### src/rtl/scytale_pkg.sv
// scytale_pkg: shared types and constants for the scytale cipher engine.
//   state_e      : controller states LOAD / EMIT / DONE
//   MODE_*       : values of mode_i sampled with the start token
//   CNT_W        : counter width for the default buffer depth
package scytale_pkg;

  typedef enum logic [1:0] {
    LOAD = 2'd0,
    EMIT = 2'd1,
    DONE = 2'd2
  } state_e;

  localparam logic MODE_DECRYPT = 1'b0;
  localparam logic MODE_ENCRYPT = 1'b1;

  localparam int MAX_NOF_CHARS_DEF = 50;
  localparam int CNT_W             = $clog2(MAX_NOF_CHARS_DEF + 1);

endpackage

### src/rtl/scytale_buf.sv
// scytale_buf: character store for one message.
//   clk      in  clock
//   we_i     in  write enable
//   waddr_i  in  write address
//   wdata_i  in  write data
//   raddr_i  in  read address (combinational read)
//   rdata_o  out read data, 0 for addresses beyond the depth
// Storage is not reset; the controller tracks which entries are valid.
module scytale_buf
  import scytale_pkg::*;
#(
  parameter int D_WIDTH = 8,
  parameter int DEPTH   = MAX_NOF_CHARS_DEF,
  parameter int AW      = CNT_W
) (
  input  logic               clk,
  input  logic               we_i,
  input  logic [AW-1:0]      waddr_i,
  input  logic [D_WIDTH-1:0] wdata_i,
  input  logic [AW-1:0]      raddr_i,
  output logic [D_WIDTH-1:0] rdata_o
);

  logic [D_WIDTH-1:0] mem_q [DEPTH];

  always_ff @(posedge clk) begin
    if (we_i) mem_q[waddr_i] <= wdata_i;
  end

  assign rdata_o = (raddr_i < AW'(DEPTH)) ? mem_q[raddr_i] : '0;

endmodule

### src/rtl/scytale_codec.sv
// scytale_codec: buffers characters until START_TOKEN, then emits the N x M
// scytale transposition (decrypt or encrypt) one character per cycle.
//   clk, rst       clock, async active-high reset
//   data_i/valid_i input character stream
//   mode_i         0 = decrypt, 1 = encrypt (sampled with the token)
//   key_N/key_M    columns / rows (sampled with the token)
//   data_o/valid_o output character stream (data_o is 0 when idle)
//   busy           high while emitting
//   done_o         one-cycle pulse after the last character
//   err_o          sticky error: overflow or bad key; cleared by an accepted char
module scytale_codec
  import scytale_pkg::*;
#(
  parameter int                 D_WIDTH       = 8,
  parameter int                 KEY_WIDTH     = 8,
  parameter int                 MAX_NOF_CHARS = 50,
  parameter logic [D_WIDTH-1:0] START_TOKEN   = 8'hFA,
  parameter logic [D_WIDTH-1:0] PAD_CHAR      = 8'h20
) (
  input  logic                 clk,
  input  logic                 rst,
  input  logic [D_WIDTH-1:0]   data_i,
  input  logic                 valid_i,
  input  logic                 mode_i,
  input  logic [KEY_WIDTH-1:0] key_N,
  input  logic [KEY_WIDTH-1:0] key_M,
  output logic [D_WIDTH-1:0]   data_o,
  output logic                 valid_o,
  output logic                 busy,
  output logic                 done_o,
  output logic                 err_o
);

  localparam int CW = $clog2(MAX_NOF_CHARS + 1);
  localparam int PW = 2 * KEY_WIDTH;

  state_e state_q, state_d;

  logic [CW-1:0] count_q;
  logic          err_q;
  // Inner counter runs 0..lim_q-1; each wrap advances outer_q, which runs
  // 0..olim_q-1. acc_q holds inner_q*olim_q, so the read address is
  // acc_q + outer_q without a runtime multiplier.
  logic [CW-1:0] lim_q, olim_q;
  logic [CW-1:0] inner_q, outer_q, acc_q;

  logic               tok, chr, keys_ok, full, we, inner_wrap, last;
  logic [PW-1:0]      prod;
  logic [CW-1:0]      addr;
  logic [D_WIDTH-1:0] rdata;

  assign tok  = valid_i && (data_i == START_TOKEN);
  assign chr  = valid_i && (data_i != START_TOKEN);
  assign full = (count_q == CW'(MAX_NOF_CHARS));

  // Only product in the design; evaluated once when the token arrives.
  assign prod    = PW'(key_N) * PW'(key_M);
  assign keys_ok = (key_N != '0) && (key_M != '0) && (prod <= PW'(MAX_NOF_CHARS));

  assign inner_wrap = (inner_q == lim_q - CW'(1));
  assign last       = inner_wrap && (outer_q == olim_q - CW'(1));
  assign addr       = acc_q + outer_q;
  assign we         = (state_q == LOAD) && chr && !full;

  scytale_buf #(
    .D_WIDTH (D_WIDTH),
    .DEPTH   (MAX_NOF_CHARS),
    .AW      (CW)
  ) u_buf (
    .clk     (clk),
    .we_i    (we),
    .waddr_i (count_q),
    .wdata_i (data_i),
    .raddr_i (addr),
    .rdata_o (rdata)
  );

  // State register
  always_ff @(posedge clk or posedge rst) begin
    if (rst) state_q <= LOAD;
    else     state_q <= state_d;
  end

  // Next-state logic
  always_comb begin
    state_d = state_q;
    case (state_q)
      LOAD:    if (tok && keys_ok) state_d = EMIT;
      EMIT:    if (last)           state_d = DONE;
      DONE:                        state_d = LOAD;
      default:                     state_d = LOAD;
    endcase
  end

  // Output decode; driven purely from registers, so reset clears it at once.
  always_comb begin
    busy    = (state_q == EMIT);
    valid_o = busy;
    done_o  = (state_q == DONE);
    err_o   = err_q;
    data_o  = '0;
    if (busy) data_o = (addr < count_q) ? rdata : PAD_CHAR;
  end

  // Datapath registers
  always_ff @(posedge clk or posedge rst) begin
    if (rst) begin
      count_q <= '0;
      err_q   <= 1'b0;
      lim_q   <= '0;
      olim_q  <= '0;
      inner_q <= '0;
      outer_q <= '0;
      acc_q   <= '0;
    end else begin
      case (state_q)
        LOAD: begin
          if (chr) begin
            if (full) begin
              err_q <= 1'b1;
            end else begin
              count_q <= count_q + CW'(1);
              err_q   <= 1'b0;
            end
          end else if (tok) begin
            if (keys_ok) begin
              // Decrypt walks rows inside columns; encrypt is the transpose.
              lim_q   <= (mode_i == MODE_ENCRYPT) ? CW'(key_N) : CW'(key_M);
              olim_q  <= (mode_i == MODE_ENCRYPT) ? CW'(key_M) : CW'(key_N);
              inner_q <= '0;
              outer_q <= '0;
              acc_q   <= '0;
            end else begin
              err_q   <= 1'b1;
              count_q <= '0;
            end
          end
        end
        EMIT: begin
          if (inner_wrap) begin
            inner_q <= '0;
            acc_q   <= '0;
            outer_q <= outer_q + CW'(1);
          end else begin
            inner_q <= inner_q + CW'(1);
            acc_q   <= acc_q + olim_q;
          end
        end
        DONE: count_q <= '0;
        default: ;
      endcase
    end
  end

endmodule

### config.mk
export PLATFORM = sky130hd
export DESIGN_NAME = scytale_codec
export DESIGN_NICKNAME = d
export VERILOG_FILES = /design/src/rtl/scytale_pkg.sv /design/src/rtl/scytale_buf.sv /design/src/rtl/scytale_codec.sv
export SDC_FILE = /design/constraint.sdc
export NUM_CORES = 1
export LEC_CHECK = 0
export ABC_AREA = 1
export BUFFER_PORTS_ARGS = -buffer_cell sky130_fd_sc_hd__buf_2
export CAP_MARGIN = 20
export CORE_MARGIN = 8
export CORE_UTILIZATION = 40
export DETAILED_ROUTE_END_ITERATION = 10
export PLACE_DENSITY_LB_ADDON = 0.08
export SYNTH_ARGS = -nofsm -noshare
export SYNTH_HDL_FRONTEND = slang
export SYNTH_SLANG_ARGS = --single-unit
### constraint.sdc
create_clock -name clk -period 3.5 [get_ports clk]
set_input_delay 1.05 -clock clk [delete_from_list [all_inputs] [get_ports clk]]
set_output_delay 1.05 -clock clk [all_outputs]
set_load 0.03 [all_outputs]
# Word level (Yosys, flattened, before mapping)

Memories as Yosys holds them, arrays and structs flattened.
Index checks and enable logic that the tools add are counted.

Register bits after elaboration: 39
RAM bits: 400
Input bits: 28
Memories kept: 1

Memories:

| name        | depth | bits a word | read ports | clocked after Yosys merged registers in | write ports | line              | source |
|---|---|---|---|---|---|---|---|
| u_buf.mem_q | 50    | 8           | 1          | 0                                       | 1           | scytale_buf.sv:24 | `logic [D_WIDTH-1:0] mem_q [DEPTH];` |

Add/subtract/negate cells: 7
Multiply operators: 1
Magnitude comparators: 3
Equality and inequality tests: 17
Multiplexer cells: 28
Bitwise logic cells: 1
Reduce and logical (&&, ||, !) cells: 21

Operators with widths:

| kind                                                             | count |
|---|---|
| two-way mux 6 bit                                                | 12 |
| one-hot mux 6 bit (2 select lines)                               | 4 |
| two-way mux 8 bit                                                | 3 |
| adder 6 x 1 -> 6 bit (second input constant)                     | 3 |
| less-or-equal comparator 16 x 6 -> 1 bit (second input constant) | 1 |
| multiplier 8 x 8 -> 16 bit                                       | 1 |
| nonzero test 8 bit                                               | 2 |
| adder 6 bit                                                      | 2 |
| == test 6 bit                                                    | 2 |
| AND reduction 4 bit                                              | 3 |
| subtractor 6 x 1 -> 6 bit (second input constant)                | 2 |
| != test 3 bit (second input constant)                            | 3 |
| == test 8 bit (second input constant)                            | 1 |
| logical AND 1 bit                                                | 8 |
| != test 2 bit (second input constant)                            | 4 |
| != test 8 bit (second input constant)                            | 1 |
| == test 6 bit (second input constant)                            | 1 |
| less-than comparator 6 bit                                       | 1 |
| less-than comparator 6 bit (second input constant)               | 1 |
| two-way mux 1 bit                                                | 6 |
| != test 2 x 1 -> 1 bit (second input constant)                   | 3 |
| nonzero test 2 bit                                               | 3 |
| AND reduction 5 bit                                              | 1 |
| two-way mux 2 bit                                                | 2 |
| 8 further kinds                                                  | 8 |

# Logic depth before layout (Yosys ltp)

Gate-level depths: netlist (run 1).

Word-level depth: 7
Mapped depth: 27
Depth with buffers taken out: 26

# Hierarchy

From an unflattened synthesis (run 1), not the netlist that was laid out.

Cells, all modules: 2361
Area total of the unflattened synthesis: 22486.6 um^2

Modules (own cells, without submodules):

| module        | times used | cells each | area each (um^2) | seq. area each (um^2) |
|---|---|---|---|---|
| scytale_buf   | 1          | 1533       | 16916.2          | 12011.5 |
| scytale_codec | 1          | 828        | 5570.3           | 975.9 |

# Least setup slack after synthesis (run 1)

OpenSTA, ideal clock, no wires.

Path type: input to register
Start point: input port key_M[5]
End point: register olim_q[1]
Setup time: 0.123 ns
Arrival time: 5.048 ns
Slack: -1.672 ns
Cell stages on the path: 23
Buffers on the path: 2
Cells stage by stage: clkbuf_1 > nand2_1 > inv_1 > fa_1 > fa_1 > fa_1 > inv_1 > fa_1 > inv_1 > ha_1 > nand2_1 > inv_2 > a21oi_2 > nand2_2 > nand2_1 > nand2_1 > inv_1 > nand3_4 > nor2_8 > nand4_4 > buf_6 > nand2_2 > o21ai_2

Word-level cells in the longest chain between the ends: 4
Elaborated cells between the ends (all ways): 6
Classes of those cells: mul (1); order compare (1); reduce/logical (4)

RTL lines:

| element                                                                              | line                                     | source |
|---|---|---|
| from (decl)                                                                          | scytale_codec.sv:26                      | `input logic [KEY_WIDTH-1:0] key_M,` |
| multiplier 8 x 8 -> 16 bit / nonzero test 8 bit (equally long branches)              | scytale_codec.sv:57, scytale_codec.sv:58 |  |
| less-or-equal comparator 16 x 6 -> 1 bit / logical AND 1 bit (equally long branches) | scytale_codec.sv:58                      | `assign keys_ok = (key_N != '0) && (key_M != '0) && (prod <= PW'(MAX_NOF_CHARS));` |
| logical AND 1 bit *                                                                  | scytale_codec.sv:58                      |  |
| AND reduction 4 bit (no source line) *                                               | -                                        |  |
| to (signal assigned)                                                                 | scytale_codec.sv:129                     | `olim_q <= (mode_i == MODE_ENCRYPT) ? CW'(key_M) : CW'(key_N);` |
| to (decl)                                                                            | scytale_codec.sv:44                      | `logic [CW-1:0] lim_q, olim_q;` |

Every way passes the cells marked *; elsewhere a longest branch is shown, timed or not.
A chain may end at the register's enable or synchronous reset.

# Final worst setup path (run 1)

Start point: register outer_q[0]
End point: output port data_o[1]

Word-level cells in the longest chain between the ends: 5
Elaborated cells between the ends (all ways): 7
Classes of those cells: add/sub (1); order compare (2); mux (3); memory (1)

RTL lines:

| element                                                                       | line                 | source |
|---|---|---|
| from (decl)                                                                   | scytale_codec.sv:45  | `logic [CW-1:0] inner_q, outer_q, acc_q;` |
| from (signal assigned)                                                        | scytale_codec.sv:143 | `outer_q <= outer_q + CW'(1);` |
| adder 6 bit *                                                                 | scytale_codec.sv:62  | `assign addr = acc_q + outer_q;` |
| memory read (50 x 8 bit) / less-than comparator 6 bit (equally long branches) | -                    |  |
| two-way mux 8 bit                                                             | scytale_buf.sv:30    | `assign rdata_o = (raddr_i < AW'(DEPTH)) ? mem_q[raddr_i] : '0;` |
| two-way mux 8 bit * (2 in series)                                             | scytale_codec.sv:102 | `if (busy) data_o = (addr < count_q) ? rdata : PAD_CHAR;` |
| to (decl)                                                                     | scytale_codec.sv:27  | `output logic [D_WIDTH-1:0] data_o,` |

Marked as above.

==> flow_metrics.tcl, run 1 <==
set metrics [dict create \
    multi_input_area_mm2 0.008305 \
    required_ns 2.45 \
    clock_sinks 439 \
    syn_nets 2191 \
    clock_skew_ns 0.02108 \
    worst_pin_slew_ns 0.9625 \
    synth_top_area_share_pct 55.06 \
    worstSetupStartpoint "outer_q[0]" \
    cts_tree "built" \
    synth_compound_area_share_pct 8.128 \
    synth_cells 2068 \
    num_rows 85 \
    placed_area_mm2 0.02431 \
    rrSetupSlack_ns 0.70 \
    ys_seq_elements 439 \
    ys_seq_area_share_pct 59.54 \
    hold_start "lim_q[1]" \
    critPathSlowestCell "fa_2" \
    antenna_cells 0 \
    synth_xor_area_share_pct 1.474 \
    endpoint_kind "output port" \
    dieHeight_um 249.5 \
    path_class "reg -> out" \
    status "complete, but fails checks" \
    initial_core_util_pct 40.45 \
    cp_top_family "adder cells" \
    postCtsHoldBufs 0 \
    cts_made_buffers 49 \
    seqCellArea_mm2 0.01299 \
    area.growth.synth_to_final_pct 23.09 \
    start_kind "register" \
    violations "negative setup slack" \
    firstDrtPassIters 5 \
    netlist_area_mm2 0.02181 \
    synthTopCellsByArea "edfxtp_1 55%, nand2_1 10%, dfrtp_1 4.5%" \
    synth-simple-area-share_pct 18.18 \
    synthArstFlopShare_pct 8.884 \
    combPwrFrac_pct 18.1 \
    wl_met2_um 28610 \
    cp_cell_sequence "ha_4 -> fa_2 -> buf_12 -> inv_12 -> buf_12 -> buf_16 -> a32o_1 -> nand2_1 -> o211ai_1 -> nand3_2 -> nand2_1 -> nand2_1 -> nand2_1 -> nor2_4 -> buf_6" \
    p_leak_nw 10.71 \
    r2r_cells 10 \
    hold_end "lim_q[1]" \
    viasPerCell 5.149 \
    nets 2387 \
    coreArea_mm2 0.05392 \
    finalCriticalPeriod_ns 4.480 \
    fin_area_mm2 0.02685 \
    swShare_pct 26.42 \
    cts_buffer_depth 3 \
    power.total_mw 12.62 \
    grt_pass1_vias 15380 \
    irDropWorstVdd_mv 0.2951 \
    routed-wl-met3_um 3219 \
    io_buffer_count 39 \
    slowest_delay_ns 0.56 \
    synth_flop_cell "edfxtp_1" \
    ant_nets 0 \
    worst-endpoint-arrival_ns 3.43 \
    drtIter0Drc 916 \
    synth_top_family_by_area "simple AND/OR/NAND/NOR gates" \
    dp_cells 2884 \
    timing.final.crit_share_pct 128.0 \
    clkTransAtPathRegs_ns 0.06 \
    yosysWarnings 0 \
    final_cells 2991 \
    drc 0 \
    reg2reg_to "u_buf.mem_q[9][0]" \
    power.share.clock_pct 36.6 \
    synth_edf_count 400 \
    die_x_um 249.5 \
    internal_power_mw 9.288 \
    grt_max_degree 51 \
    reg2reg_from "count_q[0]" \
    drive_gt1_share_pct 23.18 \
    hold_class "reg -> reg" \
    pin_count 40 \
    routed_wl_um 59580 \
    pwr_density_cell_mw_per_mm2 470.1 \
    globalplace.congestion 0.8520 \
    synth.distinct_cells 45 \
    die-area_mm2 0.06226 \
    wirelength_met1_um 26480 \
    routed-via-count 15400 \
    p_switching_mw 3.334 \
    cpMostUsedCell "nand2_1" \
    wl_per_cell_um 19.92 \
    seq_power_share_pct 45.3 \
    highest_layer "met5" \
    clock_latency_ns 0.59 \
    synthMuxAreaShare_pct 0.1835 \
    synth.avg_cell_area_um2 10.55 \
    hpwl_um 38530 \
    rsz0062_at_grt "yes" \
    slew_headroom_pct 35.60 \
    htreeDepth 2 \
    grt_pass1_wl_um 92160 \
    worst-path-buf-inv 5 \
    holdPathStages 2 \
    globalRouteOverflowTotal 0 \
    utilization_pct 49.79 \
    hold_violations 0 \
    synthAdderAreaFrac_pct 6.757 \
    fmax_mhz 223.2 \
    pre_cts_slack_ns -1.677 \
    track_usage_pct 18.97 \
    finalWorstSetupSlack_ns -0.9801 \
    finalSetupViolations 46 \
    path_max_fanout 11 \
    netlist.top_cell.by_area "edfxtp_1" \
    n_fill_cell 4864 \
    antenna_found_initial 3 \
    drv_slew 0 \
    maxCapViolCount 0 \
    cts-root-buf "clkbuf_16" \
]
-- Yosys cell counts, types with 3 or more instances --
master	number
a21oi_1	105
a22oi_1	7
a32o_1	63
a32oi_1	14
buf_1	5
buf_2	42
buf_4	12
buf_6	3
clkbuf_1	46
dfrtp_1	39
edfxtp_1	400
fa_1	38
ha_1	57
inv_1	177
inv_2	13
mux2i_1	4
nand2_1	604
nand2_2	27
nand3_1	134
nand3_2	6
nand3b_1	3
nand4_1	12
nor2_1	130
nor3_1	6
nor4_1	4
o211ai_1	22
o21ai_0	28
o21ai_2	11
o21bai_1	3
xnor2_1	10
xor2_1	23
-- kinds of logic (layout without fill, tap and decap cells) --
| family | count (synthesis) | count (layout) |
|---|---|---|
| buf+inv | 300 | 527 |
| fa+ha+maj | 95 | 95 |
| mux | 4 | 4 |
| compound gates | 255 | 255 |
| flops | 439 | 439 |
| simple gates | 940 | 940 |
| xor+xnor | 35 | 35 |
-- power by group through the flow --
stage | clock, mW | combinational (mW) | sequential, mW
floorplan | 0 | 1.30 | 5.83
global placement | 0 | 1.91 | 5.83
detailed placement | 0 | 1.92 | 5.83
CTS | 4.73 | 2.22 | 5.72
global route | 4.92 | 2.53 | 5.72
finish | 4.62 | 2.28 | 5.72
-- metal layers --
| metal | vias to the layer above | track usage [%] |
|---|---|---|
| met4 | 2 | 4.599 |
| met1 | 7510 | 25.30 |
| met2 | 324 | 31.96 |
| met3 | 80 | 3.378 |
| met5 | - | 0 |
| li1 | 7484 | - |
-- worst reg2reg max path: cells and delay by family (launching register included) --
kind	cells	cell delay (ns)
buf+inv	4	0.57
fa+ha+maj	1	0.22
simple gates	5	1.15
flops	1	0.47
-- registers in the layout, indices dropped and copies added, names as in the netlist --
register     count
err_o            1
u_buf.mem_q    400
state_q          2
count_q          6
inner_q          6
lim_q            6
olim_q           6
acc_q            6
outer_q          6
-- layout make-up --
type | instances | area share, %
Sequential cell | 439 | 48.37
Timing Repair inverter | 1 | 0.04194
Tap cell | 696 | 3.243
Clock inverter | 16 | 0.3914
Multi-Input combinational cell | 1329 | 30.93
Clock buffer | 66 | 4.805
Timing Repair Buffer | 253 | 9.441
Inverter | 191 | 2.773
-- per-stage QoR --
| stage | hold WS, ns | setup TNS (ns) |
|---|---|---|
| floorplan | 0.4550 | -51.90 |
| finish | 0.5048 | -42.96 |
| CTS | 0.5144 | -42.36 |
| detailed placement | 0.4799 | -70.06 |
| global route | 0.5366 | -51.60 |
| global placement | 0.4950 | -67.79 |
-- worst max-delay path by stage --
stage	to	slack [ns]	cells after the start
5_1_grt	lim_q[2]	-1.17	23
3_5_place_dp	olim_q[2]	-1.68	23
2_1_floorplan	olim_q[1]	-1.41	24
3_3_place_gp	olim_q[3]	-1.67	26
4_1_cts	data_o[4]	-1.03	14
6_report	data_o[1]	-0.98	15
-- cell usage in the layout, fill, tap and decap left out, drive strengths merged, types with 7 or more instances in the layout --
cell	instances
a21oi	107
a22oi	7
a32o	63
a32oi	14
buf	253
clkbuf	66
clkinv	13
dfrtp	39
edfxtp	400
fa	38
ha	57
inv	193
nand2	631
nand3	141
nand4	14
nor2	135
nor3	7
o211ai	22
o21ai	39
xnor2	10
xor2	25
-- timing repair --
item / in CTS / in global routing
gates resized for setup: 160 / 38
pin swaps: 60 / 43
gates cloned: 12 / 0
setup endpoints to repair: 46 / 46
buffers inserted: 14 / 1
No activity file was read; power rests on OpenSTA's default activity.
==> run 2, diff against run 1 <==
- CORE_ASPECT_RATIO: default -> 0.6
==> flow_metrics.tcl, run 2 (synthesized netlist as in run 1, its figures left out) <==
set metrics [dict create \
    drc 0 \
    dp_cells 2902 \
    hold_violations 0 \
    track_usage_pct 19.65 \
    hold_start "lim_q[1]" \
    drive_gt1_share_pct 23.19 \
    start_kind "input pin" \
    drtIter0Drc 1587 \
    required_ns 3.95 \
    coreArea_mm2 0.05401 \
    final_cell_mix "554 x nand2_1, 400 x edfxtp_1, 174 x buf_4" \
    clkTransAtPathRegs_ns 0.06 \
    reg2reg_from "count_q[0]" \
    htreeDepth 2 \
    drv_slew 0 \
    irDropWorstVdd_mv 0.3863 \
    violations "negative setup slack" \
    routed-via-count 15710 \
    largest_reg_flops 400 \
    io_buffer_count 39 \
    worstSetupStartpoint "key_N[3]" \
    viasPerCell 5.244 \
    critPathSlowestCell "fa_1" \
    r2r_cells 10 \
    endpoint_kind "register" \
    maxCapViolCount 0 \
    initial_core_util_pct 40.39 \
    num_rows 66 \
    clock_skew_ns 0.009448 \
    clock_latency_ns 0.57 \
    worst_pin_slew_ns 0.9514 \
    cts_made_buffers 43 \
    grt_pass1_wl_um 94480 \
    final_common_cell "nand2_1" \
    die_x_um 317.5 \
    slew_headroom_pct 36.34 \
    rsz0062_at_grt "yes" \
    dieHeight_um 196.9 \
    routed_wl_um 62830 \
    hold_class "reg -> reg" \
    path_max_fanout 6 \
    cpMostUsedCell "nand2_2" \
    p_leak_nw 10.66 \
    fmax_mhz 216.7 \
    status "complete, but fails checks" \
    holdPathStages 2 \
    cts-root-buf "clkbuf_16" \
    finalCriticalPeriod_ns 4.615 \
    globalplace.congestion 0.8845 \
    nets 2373 \
    grt_max_degree 51 \
    worst-endpoint-arrival_ns 5.06 \
    finalWorstSetupSlack_ns -1.115 \
    wl_per_cell_um 20.98 \
    power.total_mw 12.74 \
    cts_buffer_depth 3 \
    path_class "in -> reg" \
    hpwl_um 41650 \
    cp_cell_sequence "buf_12 -> buf_6 -> nand2_2 -> inv_2 -> fa_1 -> fa_1 -> fa_1 -> inv_2 -> fa_1 -> inv_2 -> ha_4 -> nand2_4 -> nor2_4 -> nand2_2 -> nand2_2 -> nand2_2 -> nand3_2 -> nand2_2 -> nor2_4 -> nand4_4 -> clkbuf_16 -> nand2_4 -> o21ai_2" \
    largest_register "u_buf.mem_q" \
    pin_count 40 \
    clock_sinks 439 \
    pwr_density_cell_mw_per_mm2 477.4 \
    timing.final.crit_share_pct 131.9 \
    postCtsHoldBufs 0 \
    grt_pass1_vias 14820 \
    die-area_mm2 0.06251 \
    antenna_found_initial 0 \
    cts_tree "built" \
    globalRouteOverflowTotal 0 \
    ant_nets 0 \
    finalSetupViolations 46 \
    slowest_delay_ns 0.52 \
    final_cells 2995 \
    firstDrtPassIters 5 \
    final.setup.tns_ns -47.62 \
    area.growth.synth_to_final_pct 22.34 \
    utilization_pct 49.41 \
    antenna_cells 0 \
]
[run 2: final timing paths]
path / slack, ns / end
max: -1.12 / olim_q[1]
min: 0.52 / lim_q[1]
max reg2reg: 0.58 / u_buf.mem_q[5][0]
min reg2reg: 0.52 / lim_q[1]
max in group asynchronous: 2.54 / acc_q[1]
min in group asynchronous: 0.61 / lim_q[0]
[run 2: power breakdown]
part / total, mW / switching [mW] / internal, mW
Clock: 4.83 / 2.05 / 2.78
Sequential: 5.72 / 0.000755 / 5.72
Combinational: 2.19 / 1.29 / 0.900
Total: 12.7 / 3.35 / 9.40
[run 2: worst max-delay path, delay by kind of cell]
kind / cells / cell delay [ns]
adder cells (fa/ha/maj): 5 / 2.28
buffers and inverters: 6 / 0.60
AO/OA/AOI/OAI: 1 / 0.05
AND/OR/NAND/NOR: 11 / 1.06
[run 2: stage by stage]
stage / hold WS, ns / setup WS (ns) / instance area, um2
finish: 0.5243 / -1.115 / 26690
global route: 0.5592 / -1.291 / 26690
floorplan: 0.4550 / -1.408 / 22130
global placement: 0.5021 / -1.732 / 24290
CTS: 0.5292 / -1.109 / 26410
detailed placement: 0.5121 / -1.779 / 24290
[run 2: area by class of cell]
cell class              instances  area [um2]
clock inverters                27       287.8
flip-flops and latches        439       12990
repair inverters                1       11.26
clock buffers                  49        1141
multi-input cells            1329        8298
fillers                      4910       27320
well taps                     714       893.4
repair buffers                245        2320
inverters                     191       747.0
[run 2: metal layers]
metal	global-route usage, %	up-vias	part of all wire, %
met1	31.83	7700	52
li1	-	7453	-
met4	3.481	0	1.5
met3	4.557	63	8.1
met5	0	-	0
met2	26.25	490	39
[run 2: what timing repair did]
| item | in CTS | in global routing |
|---|---|---|
| cloned | 6 | 3 |
| setup buffers | 7 | 3 |
| setup endpoints to repair | 46 | 46 |
| pin swaps | 53 | 24 |
| endpoints found under the hold margin | 0 | 0 |
| gates resized for setup | 127 | 53 |
==> run 3, diff against run 2 <==
- ABC_CLOCK_PERIOD_IN_PS: default -> 3500
- RECOVER_POWER: default -> 100
- SYNTH_HIERARCHICAL: default -> 1
==> flow_metrics.tcl, run 3 <==
set metrics [dict create \
    synth_cells 2361 \
    final.setup.tns_ns -54.58 \
    synth.avg_cell_area_um2 9.524 \
    num_rows 67 \
    coreArea_mm2 0.05566 \
    synthTopCellsByArea "edfxtp_1 53%, nand2_1 12%, nor2_1 4.6%" \
    netlist.top_cell.by_area "edfxtp_1" \
    worst_pin_slew_ns 1.490 \
    drtIter0Drc 1540 \
    antenna_cells 0 \
    clock_skew_ns 0.02753 \
    timing.final.crit_share_pct 139.3 \
    final_cells 3322 \
    path_class "reg -> out" \
    power.total_mw 15.40 \
    cp_top_family "adder cells" \
    path_max_fanout 7 \
    critPathSlowestCell "fa_4" \
    drc 0 \
    n_fill_cell 5209 \
    antenna_found_initial 0 \
    start_kind "register" \
    finalCriticalPeriod_ns 4.876 \
    synth_top_area_share_pct 53.42 \
    cp_cell_sequence "ha_4 -> fa_4 -> inv_8 -> buf_12 -> buf_16 -> buf_12 -> nand3_1 -> nand2_1 -> nor2_1 -> nor2_1 -> nand2_1 -> nand2_1 -> nand2_1 -> nand2_1 -> nor2_1 -> nand2_1 -> nor2_4 -> buf_6" \
    violations "max-capacitance violations, negative setup slack" \
    ant_nets 0 \
    synth_most_common_cell "nand2_1" \
    cts_tree "built" \
    final_cell_mix "643 x nand2_1, 400 x edfxtp_1, 240 x inv_1" \
    synth_flop_cell "edfxtp_1" \
    initial_core_util_pct 40.40 \
    fin_area_mm2 0.02730 \
    globalRouteOverflowTotal 0 \
    slew_headroom_pct 0.6512 \
    firstDrtPassIters 5 \
    required_ns 2.45 \
    largest_reg_flops 400 \
    dp_cells 3228 \
    die-area_mm2 0.06431 \
    hold_violations 0 \
    pre_cts_slack_ns -1.911 \
    syn_nets 2484 \
    clock_latency_ns 0.57 \
    clock_sinks 439 \
    finalSetupViolations 46 \
    wl_per_cell_um 20.38 \
    cts_made_buffers 44 \
    status "complete, but fails checks" \
    nets 2656 \
    synthArstFlopShare_pct 8.884 \
    ys_seq_area_share_pct 57.76 \
    io_buffer_count 39 \
    htreeDepth 2 \
    hold_class "reg -> reg" \
    viasPerCell 5.094 \
    postCtsHoldBufs 0 \
    routed-via-count 16920 \
    placed_area_mm2 0.02487 \
    pwr_density_cell_mw_per_mm2 564.0 \
    synth.top_cells.by_count "698 x nand2_1, 400 x edfxtp_1, 274 x nor2_1" \
    final_common_cell "nand2_1" \
    slowest_delay_ns 0.98 \
    endpoint_kind "output port" \
    fmax_mhz 205.1 \
    grt_pass1_vias 16200 \
    ys_seq_elements 439 \
    utilization_pct 49.04 \
    worst-endpoint-arrival_ns 3.83 \
    grt_max_degree 55 \
    yosysWarnings 6 \
    drive_gt1_share_pct 19.39 \
    die_x_um 322.1 \
    worst-path-buf-inv 5 \
    largest_register "u_buf/mem_q" \
    globalplace.congestion 0.9118 \
    clkTransAtPathRegs_ns 0.06 \
    grt_pass1_wl_um 102300 \
    maxCapViolCount 1 \
    cts_buffer_depth 3 \
    netlist_area_mm2 0.02249 \
    cpMostUsedCell "nand2_1" \
    synth.distinct_cells 42 \
    pin_count 40 \
    synth_edf_count 400 \
    p_leak_nw 11.55 \
    hpwl_um 46030 \
    irDropWorstVdd_mv 0.3657 \
    area.growth.synth_to_final_pct 21.39 \
    routed_wl_um 67700 \
    rsz0062_at_grt "yes" \
    finalWorstSetupSlack_ns -1.376 \
    cts-root-buf "clkbuf_16" \
    track_usage_pct 20.91 \
    drv_slew 0 \
    dieHeight_um 199.7 \
    whs_ns 0.5310 \
]
[run 3: path summary, 6_finish.rpt]
kind / slack (ns) / endpoint / cells past startpoint / start
max in group asynchronous: 1.16 / err_o / 3 / rst
worst min register to register: 0.53 / err_o / 2 / err_o
worst max-delay path: -1.38 / data_o[3] / 18 / outer_q[0]
worst min-delay path: 0.53 / err_o / 2 / err_o
min in group asynchronous: 0.59 / olim_q[3] / 2 / rst
worst max register to register: 0.58 / u_buf/mem_q[15][4] / 7 / count_q[1]
[run 3: what timing repair did]
item / in CTS / in global routing
endpoints found under the setup margin: 46 / 46
hold endpoints to repair: 0 / 0
pin swaps: 45 / 85
gates resized for setup: 154 / 113
cloned: 4 / 4
buffers inserted: 11 / 4
[run 3: routing by layer]
layer	GRT usage (%)	routed length (um)	up-vias
met1	35.58	36430	8266
met2	26.89	25040	539
met3	4.095	5473	61
li1	-	-	8057
met5	0	0	-
met4	2.725	760	0
[run 3: cell families after synthesis]
| family | count (synthesis) | share of synthesized area, % |
|---|---|---|
| DFF | 439 | 57.76 |
| buffers and inverters | 376 | 7.434 |
| muxes | 1 | 0.04452 |
| xor gates and xnor gates | 33 | 1.285 |
| adders and majority gates | 95 | 6.555 |
| and+or+nand+nor | 1241 | 22.76 |
| AOI/OAI and AO/OA | 176 | 4.162 |
[run 3: worst reg2reg max path, delay by kind of cell (launching register included)]
kind                       cells  cell delay, ns
adders and majority gates      1            0.18
DFF                            1            0.38
buffers and inverters          2            0.45
and+or+nand+nor                4            1.49
[run 3: cell type report]
| cell class | instances | area, um2 | area share (%) |
|---|---|---|---|
| multi-input cells | 1547 | 8736 | 32.00 |
| flip-flops and latches | 439 | 12990 | 47.58 |
| inverters | 272 | 1042 | 3.818 |
| repair buffers | 229 | 2246 | 8.228 |
| clock buffers | 55 | 1164 | 4.263 |
| clock inverters | 21 | 171.4 | 0.6279 |
| well taps | 759 | 949.7 | 3.479 |
[run 3: power by group]
part | internal [mW] | switching (mW) | total, mW
clock | 2.51 | 2.04 | 4.55
sequential | 5.78 | 0.0423 | 5.82
combinational | 1.90 | 3.12 | 5.02
total | 10.2 | 5.21 | 15.4
